$ cat src/rtl/dmem_arbiter_if.sv
// Bundle of core load/store, host loader and RAM signals around the data-RAM arbiter.
// slave = arbiter side; master = the surrounding core/host/RAM environment.
interface dmem_arbiter_if #(
  parameter int ADDR_W = 8,
  parameter int DATA_W = 8
);
  logic              core_rd;
  logic              core_wr;
  logic [ADDR_W-1:0] core_addr;
  logic [DATA_W-1:0] core_wdata;
  logic [DATA_W-1:0] core_rdata;
  logic              core_stall;
  logic              host_req;
  logic              host_we;
  logic [ADDR_W-1:0] host_addr;
  logic [DATA_W-1:0] host_wdata;
  logic [DATA_W-1:0] host_rdata;
  logic              host_done;
  logic [ADDR_W-1:0] ram_addr;
  logic [DATA_W-1:0] ram_wdata;
  logic              ram_re;
  logic              ram_we;
  logic [DATA_W-1:0] ram_rdata;
  logic              ram_ready;
  logic              err;

  modport slave (
    input  core_rd, core_wr, core_addr, core_wdata,
    output core_rdata, core_stall,
    input  host_req, host_we, host_addr, host_wdata,
    output host_rdata, host_done,
    output ram_addr, ram_wdata, ram_re, ram_we,
    input  ram_rdata, ram_ready,
    output err
  );

  modport master (
    output core_rd, core_wr, core_addr, core_wdata,
    input  core_rdata, core_stall,
    output host_req, host_we, host_addr, host_wdata,
    input  host_rdata, host_done,
    input  ram_addr, ram_wdata, ram_re, ram_we,
    output ram_rdata, ram_ready,
    input  err
  );
endinterface

$ cat src/rtl/dmem_arbiter.sv
// Shares one data RAM between the core load/store port and the host port; IDLE->ACCESS->WAIT->DONE.
// Define DMEM_ARB_RR_EN for round-robin on simultaneous requests; default is fixed core priority.
module dmem_arbiter #(
  parameter int ADDR_W  = 8,
  parameter int DATA_W  = 8,
  parameter int TIMEOUT = 15
) (
  input  logic          i_clk,
  input  logic          i_rst,
  dmem_arbiter_if.slave bus
);
  typedef enum logic [1:0] {S_IDLE, S_ACCESS, S_WAIT, S_DONE} state_t;

  state_t            r_state;
  state_t            w_next;
  logic [7:0]        r_cnt;
  logic              r_owner;  // 1 = host owns the current access
  logic              r_we;
  logic              r_err;
  logic [ADDR_W-1:0] r_ram_addr;
  logic [DATA_W-1:0] r_ram_wdata;
  logic [DATA_W-1:0] r_core_rdata;
  logic [DATA_W-1:0] r_host_rdata;

  logic              w_core_req;
  logic              w_any_req;
  logic              w_grant_host;
  logic              w_busy;
  logic [7:0]        w_cnt_inc;
  logic              w_abort;
  logic              w_finish;
  logic [DATA_W-1:0] w_ret_data;
  logic              w_ram_re;
  logic              w_ram_we;
  logic              w_core_cmp;
  logic              w_host_done;

  assign w_core_req = bus.core_rd | bus.core_wr;
  assign w_any_req  = w_core_req | bus.host_req;
  assign w_busy     = (r_state == S_ACCESS) || (r_state == S_WAIT);
  assign w_cnt_inc  = r_cnt + 8'd1;
  assign w_abort    = (r_state == S_WAIT) && !bus.ram_ready && (w_cnt_inc == 8'(TIMEOUT));
  assign w_finish   = (w_busy && bus.ram_ready) || w_abort;
  assign w_ret_data = w_abort ? {DATA_W{1'b1}} : bus.ram_rdata;

`ifdef DMEM_ARB_RR_EN
  logic r_last;  // 1 = host was granted last
  assign w_grant_host = bus.host_req & (~w_core_req | ~r_last);

  always_ff @(posedge i_clk or negedge i_rst) begin
    if (!i_rst)
      r_last <= 1'b1;
    else if (r_state == S_IDLE && w_any_req)
      r_last <= w_grant_host;
  end
`else
  assign w_grant_host = bus.host_req & ~w_core_req;
`endif

  always_ff @(posedge i_clk or negedge i_rst) begin
    if (!i_rst)
      r_state <= S_IDLE;
    else
      r_state <= w_next;
  end

  always_comb begin
    w_next = r_state;
    case (r_state)
      S_IDLE:   if (w_any_req) w_next = S_ACCESS;
      S_ACCESS: w_next = bus.ram_ready ? S_DONE : S_WAIT;
      S_WAIT:   if (w_finish) w_next = S_DONE;
      S_DONE:   w_next = S_IDLE;
      default:  w_next = S_IDLE;
    endcase
  end

  always_comb begin
    w_ram_re    = w_busy && !r_we;
    w_ram_we    = w_busy && r_we;
    w_core_cmp  = (r_state == S_DONE) && !r_owner;
    w_host_done = (r_state == S_DONE) && r_owner;
  end

  always_ff @(posedge i_clk or negedge i_rst) begin
    if (!i_rst) begin
      r_cnt        <= 8'd0;
      r_owner      <= 1'b0;
      r_we         <= 1'b0;
      r_err        <= 1'b0;
      r_ram_addr   <= '0;
      r_ram_wdata  <= '0;
      r_core_rdata <= '0;
      r_host_rdata <= '0;
    end else begin
      r_cnt <= (r_state == S_WAIT) ? w_cnt_inc : 8'd0;
      if (r_state == S_IDLE && w_any_req) begin
        r_owner     <= w_grant_host;
        r_we        <= w_grant_host ? bus.host_we    : bus.core_wr;
        r_ram_addr  <= w_grant_host ? bus.host_addr  : bus.core_addr;
        r_ram_wdata <= w_grant_host ? bus.host_wdata : bus.core_wdata;
      end
      // Writes return nothing, so the owner's read data only moves on a finished read
      if (w_finish && !r_we) begin
        if (r_owner)
          r_host_rdata <= w_ret_data;
        else
          r_core_rdata <= w_ret_data;
      end
      if (w_abort)
        r_err <= 1'b1;
    end
  end

  assign bus.ram_re     = w_ram_re;
  assign bus.ram_we     = w_ram_we;
  assign bus.ram_addr   = r_ram_addr;
  assign bus.ram_wdata  = r_ram_wdata;
  assign bus.core_rdata = r_core_rdata;
  assign bus.core_stall = w_core_req & ~w_core_cmp;
  assign bus.host_rdata = r_host_rdata;
  assign bus.host_done  = w_host_done;
  assign bus.err        = r_err;
endmodule
$ cat src/flat_wrapper.sv
// flat-port wrapper written by rule: the top's interface ports become plain ports
module dmem_arbiter_flat 
#(
  parameter int ADDR_W  = 8,
  parameter int DATA_W  = 8,
  parameter int TIMEOUT = 15
)
  (i_clk, i_rst, bus_core_rd, bus_core_wr, bus_core_addr, bus_core_wdata, bus_core_rdata, bus_core_stall, bus_host_req, bus_host_we, bus_host_addr, bus_host_wdata, bus_host_rdata, bus_host_done, bus_ram_addr, bus_ram_wdata, bus_ram_re, bus_ram_we, bus_ram_rdata, bus_ram_ready, bus_err);
  dmem_arbiter_if #(.ADDR_W(ADDR_W), .DATA_W(DATA_W)) bus_i ();
  input  logic i_clk;
  input  logic i_rst;
  input wire logic [$bits(bus_i.core_rd)-1:0] bus_core_rd;
  input wire logic [$bits(bus_i.core_wr)-1:0] bus_core_wr;
  input wire logic [$bits(bus_i.core_addr)-1:0] bus_core_addr;
  input wire logic [$bits(bus_i.core_wdata)-1:0] bus_core_wdata;
  output wire logic [$bits(bus_i.core_rdata)-1:0] bus_core_rdata;
  output wire logic [$bits(bus_i.core_stall)-1:0] bus_core_stall;
  input wire logic [$bits(bus_i.host_req)-1:0] bus_host_req;
  input wire logic [$bits(bus_i.host_we)-1:0] bus_host_we;
  input wire logic [$bits(bus_i.host_addr)-1:0] bus_host_addr;
  input wire logic [$bits(bus_i.host_wdata)-1:0] bus_host_wdata;
  output wire logic [$bits(bus_i.host_rdata)-1:0] bus_host_rdata;
  output wire logic [$bits(bus_i.host_done)-1:0] bus_host_done;
  output wire logic [$bits(bus_i.ram_addr)-1:0] bus_ram_addr;
  output wire logic [$bits(bus_i.ram_wdata)-1:0] bus_ram_wdata;
  output wire logic [$bits(bus_i.ram_re)-1:0] bus_ram_re;
  output wire logic [$bits(bus_i.ram_we)-1:0] bus_ram_we;
  input wire logic [$bits(bus_i.ram_rdata)-1:0] bus_ram_rdata;
  input wire logic [$bits(bus_i.ram_ready)-1:0] bus_ram_ready;
  output wire logic [$bits(bus_i.err)-1:0] bus_err;
  assign bus_i.core_rd = bus_core_rd;
  assign bus_i.core_wr = bus_core_wr;
  assign bus_i.core_addr = bus_core_addr;
  assign bus_i.core_wdata = bus_core_wdata;
  assign bus_core_rdata = bus_i.core_rdata;
  assign bus_core_stall = bus_i.core_stall;
  assign bus_i.host_req = bus_host_req;
  assign bus_i.host_we = bus_host_we;
  assign bus_i.host_addr = bus_host_addr;
  assign bus_i.host_wdata = bus_host_wdata;
  assign bus_host_rdata = bus_i.host_rdata;
  assign bus_host_done = bus_i.host_done;
  assign bus_ram_addr = bus_i.ram_addr;
  assign bus_ram_wdata = bus_i.ram_wdata;
  assign bus_ram_re = bus_i.ram_re;
  assign bus_ram_we = bus_i.ram_we;
  assign bus_i.ram_rdata = bus_ram_rdata;
  assign bus_i.ram_ready = bus_ram_ready;
  assign bus_err = bus_i.err;
  dmem_arbiter #(.ADDR_W(ADDR_W), .DATA_W(DATA_W), .TIMEOUT(TIMEOUT)) u_core (.i_clk(i_clk), .i_rst(i_rst), .bus(bus_i));
endmodule
$ cat config.mk
export PLATFORM = sky130hd
export DESIGN_NAME = dmem_arbiter_flat
export DESIGN_NICKNAME = d
export VERILOG_FILES = /design/src/rtl/dmem_arbiter_if.sv /design/src/rtl/dmem_arbiter.sv /design/src/flat_wrapper.sv
export SDC_FILE = /design/constraint.sdc
export NUM_CORES = 1
export LEC_CHECK = 0
export ABC_AREA = 1
export CORE_UTILIZATION = 48
export DETAILED_ROUTE_END_ITERATION = 10
export PLACE_DENSITY = 0.89
export SYNTH_ARGS = -nofsm -noshare
export SYNTH_HDL_FRONTEND = slang
export SYNTH_SLANG_ARGS = --single-unit
$ cat constraint.sdc
create_clock -name i_clk -period 4.8 [get_ports i_clk]
set_input_delay 0.96 -clock i_clk [delete_from_list [all_inputs] [get_ports i_clk]]
set_output_delay 0.96 -clock i_clk [all_outputs]
set_load 0.02 [all_outputs]
# After elaboration in Yosys (flattened, before gate mapping)
# Index checks and enable logic that the tools add are counted.
[totals]
regBits = 45
input_bits = 47
out_inout_bits = 37
elab_cells = 50
[op_classes]
add_sub_neg = 1
n_eq_ne = 6
n_mux = 9
n_bitwise = 7
n_reduce_logical = 18
[op_table]
columns = ["operator", "n"]
rows = [
  ["$mux W8", 4],
  ["$logic_and A1 B1 Y1", 9],
  ["$add A8 B1 Y8 const B", 1],
  ["$eq A8 B4 Y1 const B", 1],
  ["$pmux W2 S4", 1],
  ["$reduce_and A2 Y1", 3],
  ["$eq A2 B2 Y1 const B", 2],
  ["$mux W2", 2],
  ["$ne A2 B1 Y1 const B", 2],
  ["$logic_not A1 Y1", 3],
  ["$not A1 Y1", 3],
  ["$and A1 B1 Y1", 2],
  ["$eq A2 B1 Y1 const B", 1],
  ["$logic_not A2 Y1", 1],
  ["$logic_or A1 B1 Y1", 2],
  ["$mux W1", 2],
  ["$or A1 B1 Y1", 2],
]

# Depth between registers and ports, before layout
# Gate-level depths: netlist of the first run.
[depth]
depth_word = 6
mapped_depth = 13
depth_no_buf = 12

# Worst setup path after synthesis of the first run
# OpenSTA, ideal clock, no wires.
[synth_path]
path_kind = "input to output"
startpoint = "in bus_core_wr"
endpoint = "out bus_core_stall"
arrival_ns = 1.360
t_required_ns = 3.840
slack_ns = 2.480
cell_stages = 2
path_buffers = 0
path_cell_list = "nor2_1 a21oi_1"
[synth_between]
elab_chain_len = 2
[synth_lines]
columns = ["item", "line_no", "source"]
rows = [
  ["start, declared", "flat_wrapper.sv:13", "input wire logic [$bits(bus_i.core_wr)-1:0] bus_core_wr;"],
  ["$or A1 B1 Y1", "dmem_arbiter.sv:38", "assign w_core_req = bus.core_rd | bus.core_wr;"],
  ["$and A1 B1 Y1", "dmem_arbiter.sv:120", "assign bus.core_stall = w_core_req & ~w_core_cmp;"],
  ["end, declared", "flat_wrapper.sv:17", "output wire logic [$bits(bus_i.core_stall)-1:0] bus_core_stall;"],
]
# Every way passes these cells.

# Final worst setup path of the first run
# Ends and elaborated chain as after synthesis.

==> results_dict.tcl, run 1 <==
set metrics [dict create \
    whs_path_depth 2 \
    cp_common_cell "clkdlybuf4s50_1" \
    design_area_um2 3250 \
    outcome "complete, but fails checks" \
    critPathTopFamily "buffers and inverters" \
    drt_iter0_drc 188 \
    finalWirelength_mm 5.52 \
    drt_pass1_iterations 7 \
    cts_tree "yes" \
    max_freq_mhz 308 \
    grt_usage_pct 23.7 \
    slew_viol_final 0 \
    ios 84 \
    worst_pin_slew_ns 0.980 \
    arrival_ns 2.28 \
    post_cts_buffers 0 \
    cts_resized 0 \
    rsz0062_at_grt "false" \
    drive_above_1_share_pct 8.29 \
    crit_buf_inv 2 \
    hold_class "register to register" \
    yosys_warnings 0 \
    initial_core_util_pct 51.3 \
    avgSynthCellArea_um2 8.26 \
    dp.cells 406 \
    synth.top_cell.area_share_pct 48.7 \
    netlist_instances 280 \
    clock_latency_ns 0.30 \
    clk_pin_slew_worst_paths_ns 0.08 \
    violations "DRC" \
    ant_nets 0 \
    seq_area_frac_synth_pct 48.7 \
    core_um2 4500 \
    drv_cap 0 \
    syn-cell-area_um2 2310 \
    grt_max_degree 46 \
    cts_hold_buffers 0 \
    clk_path_buf_depth 2 \
    antenna_found_initial 0 \
    r2r_cells 11 \
    layout.nets 414 \
    synth_nets 333 \
    worstPathCellList "clkdlybuf4s50_1 > nor2_1 > a21oi_1 > clkdlybuf4s50_1" \
    criticalPathCategory "primary input to output port" \
    setup_viol 0 \
    fin_tns_setup_ns 0 \
    numCtsBuffers 5 \
    grt_pass1_vias 2136 \
    rows 24 \
    cts.htree.levels 2 \
    area_growth_pct 40.5 \
    endpoint_kind "output port" \
    leakagePower_nw 1.53 \
    grt-ovfl-total 0 \
    ir_worst_vdd_uv 422 \
    pwr_density_cell_nw_per_um2 592 \
    timing.hold.ws_ns 0.479 \
    die_w_um 71.4 \
    slew_headroom_pct 34.7 \
    layout.cells.non_filler 414 \
    crit_cells 4 \
    crit_path_top_delay_cell "clkdlybuf4s50_1" \
    worstPathRequired_ns 3.84 \
    hold_viol 0 \
    max_stage_delay_ns 0.62 \
    gp_congestion 0.802 \
    drc_errors 3 \
    antenna_cells 0 \
    placed_cell_area_um2 3130 \
    synth-seq-cells 45 \
    die_h_um 71.4 \
    dp_hpwl_mm 4.06 \
    dieArea_um2 5100 \
    cts.sinks 45 \
    post-route-min-period_ns 3.24 \
    routedWlPerCell_um 13.3 \
    vias 2159 \
    path_max_fanout 4 \
    cts-root-buf "clkbuf_8" \
    synth.largest_area_cell "dfrtp_1" \
    port_buffers 83 \
    ys_types 26 \
    skew_ns 0.00456 \
    fin_crit_sh_pct 67.6 \
    avgViaCountPerCell 5.21 \
    ys_top_cells_by_area "dfrtp_1 (49%), nand2_1 (15%), nand4_1 (4.9%)" \
    startpoint_type "primary input" \
    grt_pass1_wl_mm 9.47 \
]
-- final cells by class --
cell class / instances / area (um^2)
Fill cell: 355 / 1250
Sequential cell: 45 / 1130
Tap cell: 52 / 65.1
Timing Repair Buffer: 84 / 833
Clock inverter: 1 / 30.0
Multi-Input combinational cell: 194 / 980
Clock buffer: 7 / 86.3
Inverter: 31 / 129
-- power breakdown --
group / switching, mW / internal [mW] / total, mW
sequential: 0.114 / 0.532 / 0.646
combinational: 0.555 / 0.427 / 0.982
clock: 0.126 / 0.170 / 0.296
-- path summary, 6_finish.rpt --
| check | end | start | slack, ns |
|---|---|---|---|
| min reg2reg | u_core.bus.err | u_core.bus.err | 0.48 |
| max | bus_core_stall | bus_core_wr | 1.56 |
| max reg2reg | u_core.bus.core_rdata[5] | u_core.r_state[0] | 2.55 |
| min in group asynchronous | u_core.bus.ram_wdata[6] | i_rst | 0.82 |
| max in group asynchronous | u_core.r_cnt[0] | i_rst | 3.38 |
| min | u_core.bus.err | u_core.bus.err | 0.48 |
-- cells in the final DEF (no fill, tap or decap), drive strengths merged --
master	count
nand3b	1
nand4	18
a21oi	6
mux2i	1
buf	2
clkdlybuf4s50	82
nand3	12
o21ai	2
o211ai	1
clkbuf	7
bufinv	1
dfrtp	45
o21bai	1
ha	6
nor2	29
nand2	101
a31oi	16
inv	30
clkinv	1
-- Yosys cell counts --
cell      count
buf_6         3
inv_2         5
clkinv_8      1
nand2_1      95
o21ai_1       2
nand2_4       1
clkbuf_1      4
nand2_2       5
nor2_1       26
ha_1          6
nand3_4       2
buf_12        1
nand3_1       7
a21oi_1       6
buf_2         1
a31oi_1      16
inv_1        25
buf_4         1
dfrtp_1      45
mux2i_1       1
nand3b_1      1
o211ai_1      1
nor2_2        3
nand3_2       3
o21bai_1      1
nand4_1      18
-- routing by layer --
metal / global-route usage, % / part of all wire [%] / up-vias / wire length (um)
li1: - / - / 1070 / -
met5: 0 / 0 / - / 0
met2: 39.0 / 48 / 91 / 2660
met4: 7.56 / 0.74 / 0 / 41
met1: 29.0 / 41 / 990 / 2280
met3: 9.00 / 9.9 / 8 / 545
-- kinds of logic after synthesis --
logic type	share of synthesized area (%)
mux	0.433
simple gates	31.8
buf+inv	9.09
flops	48.7
fa+ha+maj	3.25
compound gates	6.71
-- state kept, by name, indices dropped and copies added (netlist names) --
name                   flops
u_core.bus.ram_addr        8
u_core.r_owner             1
u_core.r_cnt               8
u_core.bus.host_rdata      8
u_core.bus.core_rdata      8
u_core.r_state             2
u_core.bus.ram_wdata       8
u_core.bus.err             1
u_core.r_we                1
-- through the flow --
stage | power [mW] | utilization, % | setup slack, ns
final | 1.92 | 72.1 | 1.56
after global routing | 2.05 | 72.1 | 1.49
after CTS | 1.93 | 72.1 | 1.54
after detailed placement | 1.63 | 69.6 | 1.56
after global placement | 1.60 | 69.6 | 1.60
after floorplan | 1.23 | - | 2.48
-- worst reg2reg max path: stages, from the launching register on --
cell and delay, ns:
dfrtp_1 0.45, inv_1 0.12, ha_1 0.22, inv_2 0.10, nor2_2 0.14, nand2_1 0.08
nor2_2 0.12, nand3_2 0.28, nand2_4 0.31, nand3_4 0.15, nand2_1 0.08, nand2_1 0.07
(Power assumes the default switching activity.)
==> run 2: changes to the inputs <==
--- a/config.mk
+++ b/config.mk
@@ -6,9 +6,9 @@
 export NUM_CORES = 1
 export LEC_CHECK = 0
 export ABC_AREA = 1
-export CORE_UTILIZATION = 48
+export CORE_UTILIZATION = 45
 export DETAILED_ROUTE_END_ITERATION = 10
-export PLACE_DENSITY = 0.89
+export PLACE_DENSITY = 0.85
 export SYNTH_ARGS = -nofsm -noshare
 export SYNTH_HDL_FRONTEND = slang
 export SYNTH_SLANG_ARGS = --single-unit
==> constraint.sdc (replaced) <==
create_clock -name i_clk -period 3.2 [get_ports i_clk]
set_input_delay 0.64 -clock i_clk [delete_from_list [all_inputs] [get_ports i_clk]]
set_output_delay 0.64 -clock i_clk [all_outputs]
set_load 0.02 [all_outputs]
==> run 2 against run 1 <==
Effect of this change:
- the run now ends clean
- register-to-register slack worse by 1.5 ns
- critical path depth stayed put
- count of clock-buffer cells in the layout stayed put
==> results_dict.tcl, run 2 (same netlist as run 1, synthesis figures left out) <==
set metrics [dict create \
    outcome "finished, final reports clean" \
    ir_worst_vdd_uv 522 \
    grt_pass1_wl_mm 8.96 \
    grt_usage_pct 21.4 \
    finalWirelength_mm 5.37 \
    ant_nets 0 \
    post-route-min-period_ns 2.65 \
    cts.sinks 45 \
    grt_pass1_vias 2063 \
    antenna_cells 0 \
    max_freq_mhz 378 \
    cts_resized 0 \
    clk_path_buf_depth 2 \
    min_from "u_core.bus.err" \
    power.total_mw 2.82 \
    seqCellArea_um2 1130 \
    endpoint_kind "output port" \
    port_buffers 83 \
    routedWlPerCell_um 12.5 \
    fin_tns_setup_ns 0 \
    multi_input_area_um2 980 \
    die_h_um 73.7 \
    layout.nets 414 \
    cts_hold_buffers 0 \
    pwr_density_cell_nw_per_um2 867 \
    slew_viol_final 0 \
    crit_path_start "bus_core_wr" \
    die_w_um 73.7 \
    post_cts_buffers 0 \
    rows 25 \
    skew_ns 0.00743 \
    arrival_ns 2.01 \
    hold_viol 0 \
    cts.htree.levels 2 \
    grt_max_degree 46 \
    startpoint_type "primary input" \
    setup_viol 0 \
    drt_pass1_iterations 4 \
    criticalPathCategory "primary input to output port" \
    ios 84 \
    grt-ovfl-total 0 \
    hold_class "register to register" \
    path_max_fanout 4 \
    dieArea_um2 5430 \
    rsz0062_at_grt "false" \
    vias 2140 \
    avgViaCountPerCell 4.99 \
    fin_crit_sh_pct 82.7 \
    layout_common_cells "nand2_1 (95), clkdlybuf4s50_1 (82), dfrtp_1 (45), nor2_1 (26), inv_1 (25)" \
    numCtsBuffers 5 \
    slew_headroom_pct 35.1 \
    area_growth_pct 40.7 \
    drive_above_1_share_pct 8.56 \
    final_common_cell "nand2_1" \
    cts-root-buf "clkbuf_8" \
    cts_tree "yes" \
    leakagePower_nw 1.53 \
    r2r_start "u_core.r_cnt[0]" \
    drt_iter0_drc 158 \
    worst_pin_slew_ns 0.973 \
    gp_congestion 0.858 \
    drc_errors 0 \
    worstPathRequired_ns 2.56 \
    drv_cap 0 \
    initial_core_util_pct 47.7 \
    core_um2 4850 \
    fillers 397 \
    antenna_found_initial 0 \
    clk_pin_slew_worst_paths_ns 0.09 \
    clock_latency_ns 0.30 \
    dp_hpwl_mm 4.06 \
]
## run 2: changes by cell type in the layout (fill, tap and decap cells not counted), sizes merged
cell,before,now
bufinv,1,0
clkinv,1,2
## run 2: power by group
group / total [mW] / switching (mW) / internal, mW
clock: 0.393 / 0.198 / 0.196
combinational: 1.45 / 0.815 / 0.638
sequential: 0.974 / 0.175 / 0.799
total: 2.82 / 1.19 / 1.63
## run 2: final cells by class
type                    instances  area share (%)
flip-flops and latches         45            34.6
clock buffers                   7            2.96
inverters                      31            3.96
repair buffers                 84            25.6
clock inverters                 1           0.154
well taps                      67            2.58
multi-input cells             194            30.1
## run 2: through the flow
stage          setup slack, ns  std cells  cell area, um^2  hold WS [ns]  util [%]
2_1_floorplan             1.45        280             2310         0.344         -
3_3_place_gp             0.630        421             3150         0.450      65.0
3_5_place_dp             0.551        421             3150         0.460      65.0
4_1_cts                  0.540        429             3250         0.481      67.1
5_1_grt                  0.465        429             3250         0.499      67.1
6_report                 0.554        429             3250         0.477      67.1
## run 2: per-layer routing
| metal | GRT usage, % | share of wire, % | up-vias |
|---|---|---|---|
| met5 | 0 | 0 | - |
| met4 | 6.62 | 1.6 | 0 |
| met3 | 7.54 | 8.6 | 12 |
| met2 | 34.9 | 46 | 82 |
| met1 | 26.7 | 44 | 982 |
| li1 | - | - | 1064 |
## run 2: worst paths after layout
check                                      endpoint  slack (ns)  cells past startpoint
hold / removal                       u_core.bus.err        0.48                      2
min in group asynchronous  u_core.bus.core_rdata[2]        0.49                      1
setup / recovery                     bus_core_stall        0.55                      4
hold reg to reg                      u_core.bus.err        0.48                      2
max in group asynchronous  u_core.bus.host_rdata[5]        2.10                      1
setup reg to reg           u_core.bus.core_rdata[4]        1.03                     11
## run 2: worst max-delay path, cell delays in order
cell,delay (ns)
clkdlybuf4s50_1,0.47
nor2_1,0.10
a21oi_1,0.17
clkdlybuf4s50_1,0.63
==> run 3: changes to the inputs <==
--- a/config.mk
+++ b/config.mk
@@ -6,9 +6,9 @@
 export NUM_CORES = 1
 export LEC_CHECK = 0
 export ABC_AREA = 1
-export CORE_UTILIZATION = 45
+export CORE_UTILIZATION = 40
 export DETAILED_ROUTE_END_ITERATION = 10
-export PLACE_DENSITY = 0.85
+export PLACE_DENSITY = 0.8
 export SYNTH_ARGS = -nofsm -noshare
 export SYNTH_HDL_FRONTEND = slang
 export SYNTH_SLANG_ARGS = --single-unit
==> constraint.sdc (replaced) <==
create_clock -name i_clk -period 2.3 [get_ports i_clk]
set_input_delay 0.46 -clock i_clk [delete_from_list [all_inputs] [get_ports i_clk]]
set_output_delay 0.46 -clock i_clk [all_outputs]
set_load 0.02 [all_outputs]
==> run 3 against run 2 <==
Effect of this change:
- die area is 12% higher
- utilization fell by 7.8 points
- via count is 0.51% lower
- power increased by 36%
- sequential power rose by 37%
- cell count is 2.6% higher
- first-iteration DRC count fell by 44%
- sequential cell count stayed put
- combinational power grew 39%
- register-to-register slack lost 0.64 ns
- non-clock buffer count rose by 6
- global-route usage down 3.0 points
- highest routed layer unchanged
==> results_dict.tcl, run 3 (same netlist as run 1, synthesis figures left out) <==
set metrics [dict create \
    outcome "finished, final reports clean" \
    grt_pass1_wl_mm 8.81 \
    vias 2129 \
    hold_viol 0 \
    dp_hpwl_mm 3.95 \
    pwr_density_cell_nw_per_um2 1170 \
    die_h_um 78.0 \
    cts-root-buf "clkbuf_8" \
    cts_tree "yes" \
    dieArea_um2 6090 \
    grt_max_degree 35 \
    setup_viol 0 \
    slew_headroom_pct 50.1 \
    layout_common_cells "nand2_1 (95), clkdlybuf4s50_1 (80), dfrtp_1 (45), nor2_1 (26), inv_1 (25)" \
    worstPathRequired_ns 1.84 \
    hold_class "primary input to asynchronous set/reset pin" \
    power.total_mw 3.84 \
    post-route-min-period_ns 2.20 \
    final_common_cell "nand2_1" \
    endpoint_kind "output port" \
    port_buffers 83 \
    ios 84 \
    r2r_end "u_core.bus.core_rdata[2]" \
    ir_worst_vdd_uv 622 \
    drc_errors 0 \
    initial_core_util_pct 41.7 \
    area_growth_pct 42.2 \
    gp_congestion 0.796 \
    fin_tns_setup_ns 0 \
    drive_above_1_share_pct 10.1 \
    grt_pass1_vias 2028 \
    drv_cap 0 \
    multi_input_area_um2 980 \
    antenna_cells 0 \
    slew_viol_final 0 \
    worst_pin_slew_ns 0.749 \
    rsz0062_at_grt "false" \
    grt_usage_pct 18.5 \
    cts.htree.levels 2 \
    max_freq_mhz 455 \
    cts.sinks 45 \
    ant_nets 0 \
    drt_iter0_drc 89 \
    die_w_um 78.0 \
    numCtsBuffers 5 \
    placed_cell_area_um2 3200 \
    arrival_ns 1.74 \
    finalWirelength_mm 5.12 \
    r2r_start "u_core.r_cnt[0]" \
    r2r_slack_ns 0.39 \
    core_um2 5540 \
    criticalPathCategory "primary input to output port" \
    antenna_found_initial 0 \
    drt_pass1_iterations 4 \
    design_area_um2 3290 \
    grt-ovfl-total 0 \
    seqCellArea_um2 1130 \
    rows 27 \
    fin_crit_sh_pct 95.6 \
    layout.nets 420 \
    clk_path_buf_depth 2 \
    clk_pin_slew_worst_paths_ns 0.09 \
    clock_latency_ns 0.30 \
    leakagePower_nw 1.55 \
    startpoint_type "primary input" \
    routedWlPerCell_um 11.6 \
    path_max_fanout 2 \
    skew_ns 0.00761 \
    r2r_cells 10 \
    fillers 516 \
    avgViaCountPerCell 4.84 \
]
==> run 3: changes by cell type in the layout (fill, tap and decap cells not counted) <==
cell,before,now
buf_4,1,7
clkbuf_8,7,5
clkdlybuf4s50_1,82,80
clkinv_2,1,2
clkinvlp_4,0,1
dlygate4sd2_1,0,2
==> run 3: power breakdown <==
group / switching, mW / internal [mW] / total, mW / leakage [nW]
Combinational: 1.13 / 0.892 / 2.02 / 0.959
Sequential: 0.217 / 1.11 / 1.33 / 0.550
Clock: 0.274 / 0.210 / 0.483 / 0.0439
==> run 3: stage by stage <==
stage	utilization [%]	setup WS [ns]	cells	hold WS (ns)
after global routing	59.3	0.0369	440	0.270
after CTS	59.3	0.0884	440	0.235
after floorplan	-	0.652	280	0.164
final	59.3	0.102	440	0.215
after detailed placement	57.8	0.0858	432	0.467
after global placement	57.8	0.101	432	0.456
==> run 3: area by class of cell <==
cell class,count,share of cell area [%]
clock buffer,5,2.09
timing repair buffer,90,26.6
tap,72,2.74
clock inverter,3,0.533
multi-input combinational,194,29.8
inverter,31,3.92
sequential,45,34.3
==> run 3: worst max-delay path by stage <==
stage,start,end,slack [ns],cells past startpoint
floorplan,u_core.r_cnt[0],u_core.r_state[0],0.65,12
finish,bus_core_wr,bus_core_stall,0.10,4
CTS,bus_core_wr,bus_core_stall,0.09,4
detailed placement,bus_core_wr,bus_core_stall,0.09,4
global placement,bus_core_wr,bus_core_stall,0.10,4
global route,bus_core_wr,bus_core_stall,0.04,4
==> run 3: layer usage <==
layer  GRT usage, %  part of all wire (%)
met5              0                     0
met2           31.0                    48
met4           5.37                  0.94
met1           21.3                    41
met3           8.26                   9.5
==> run 3: what timing repair did <==
action	4_1_cts	5_1_grt
buffers inserted	0	0
resized for setup	2	0
setup endpoints to repair	2	0
hold buffers	0	0
==> run 3: worst max-delay path: stages <==
cell             delay (ns)
clkdlybuf4s50_1        0.47
nor2_1                 0.07
a21oi_1                0.11
clkdlybuf4s50_1        0.62
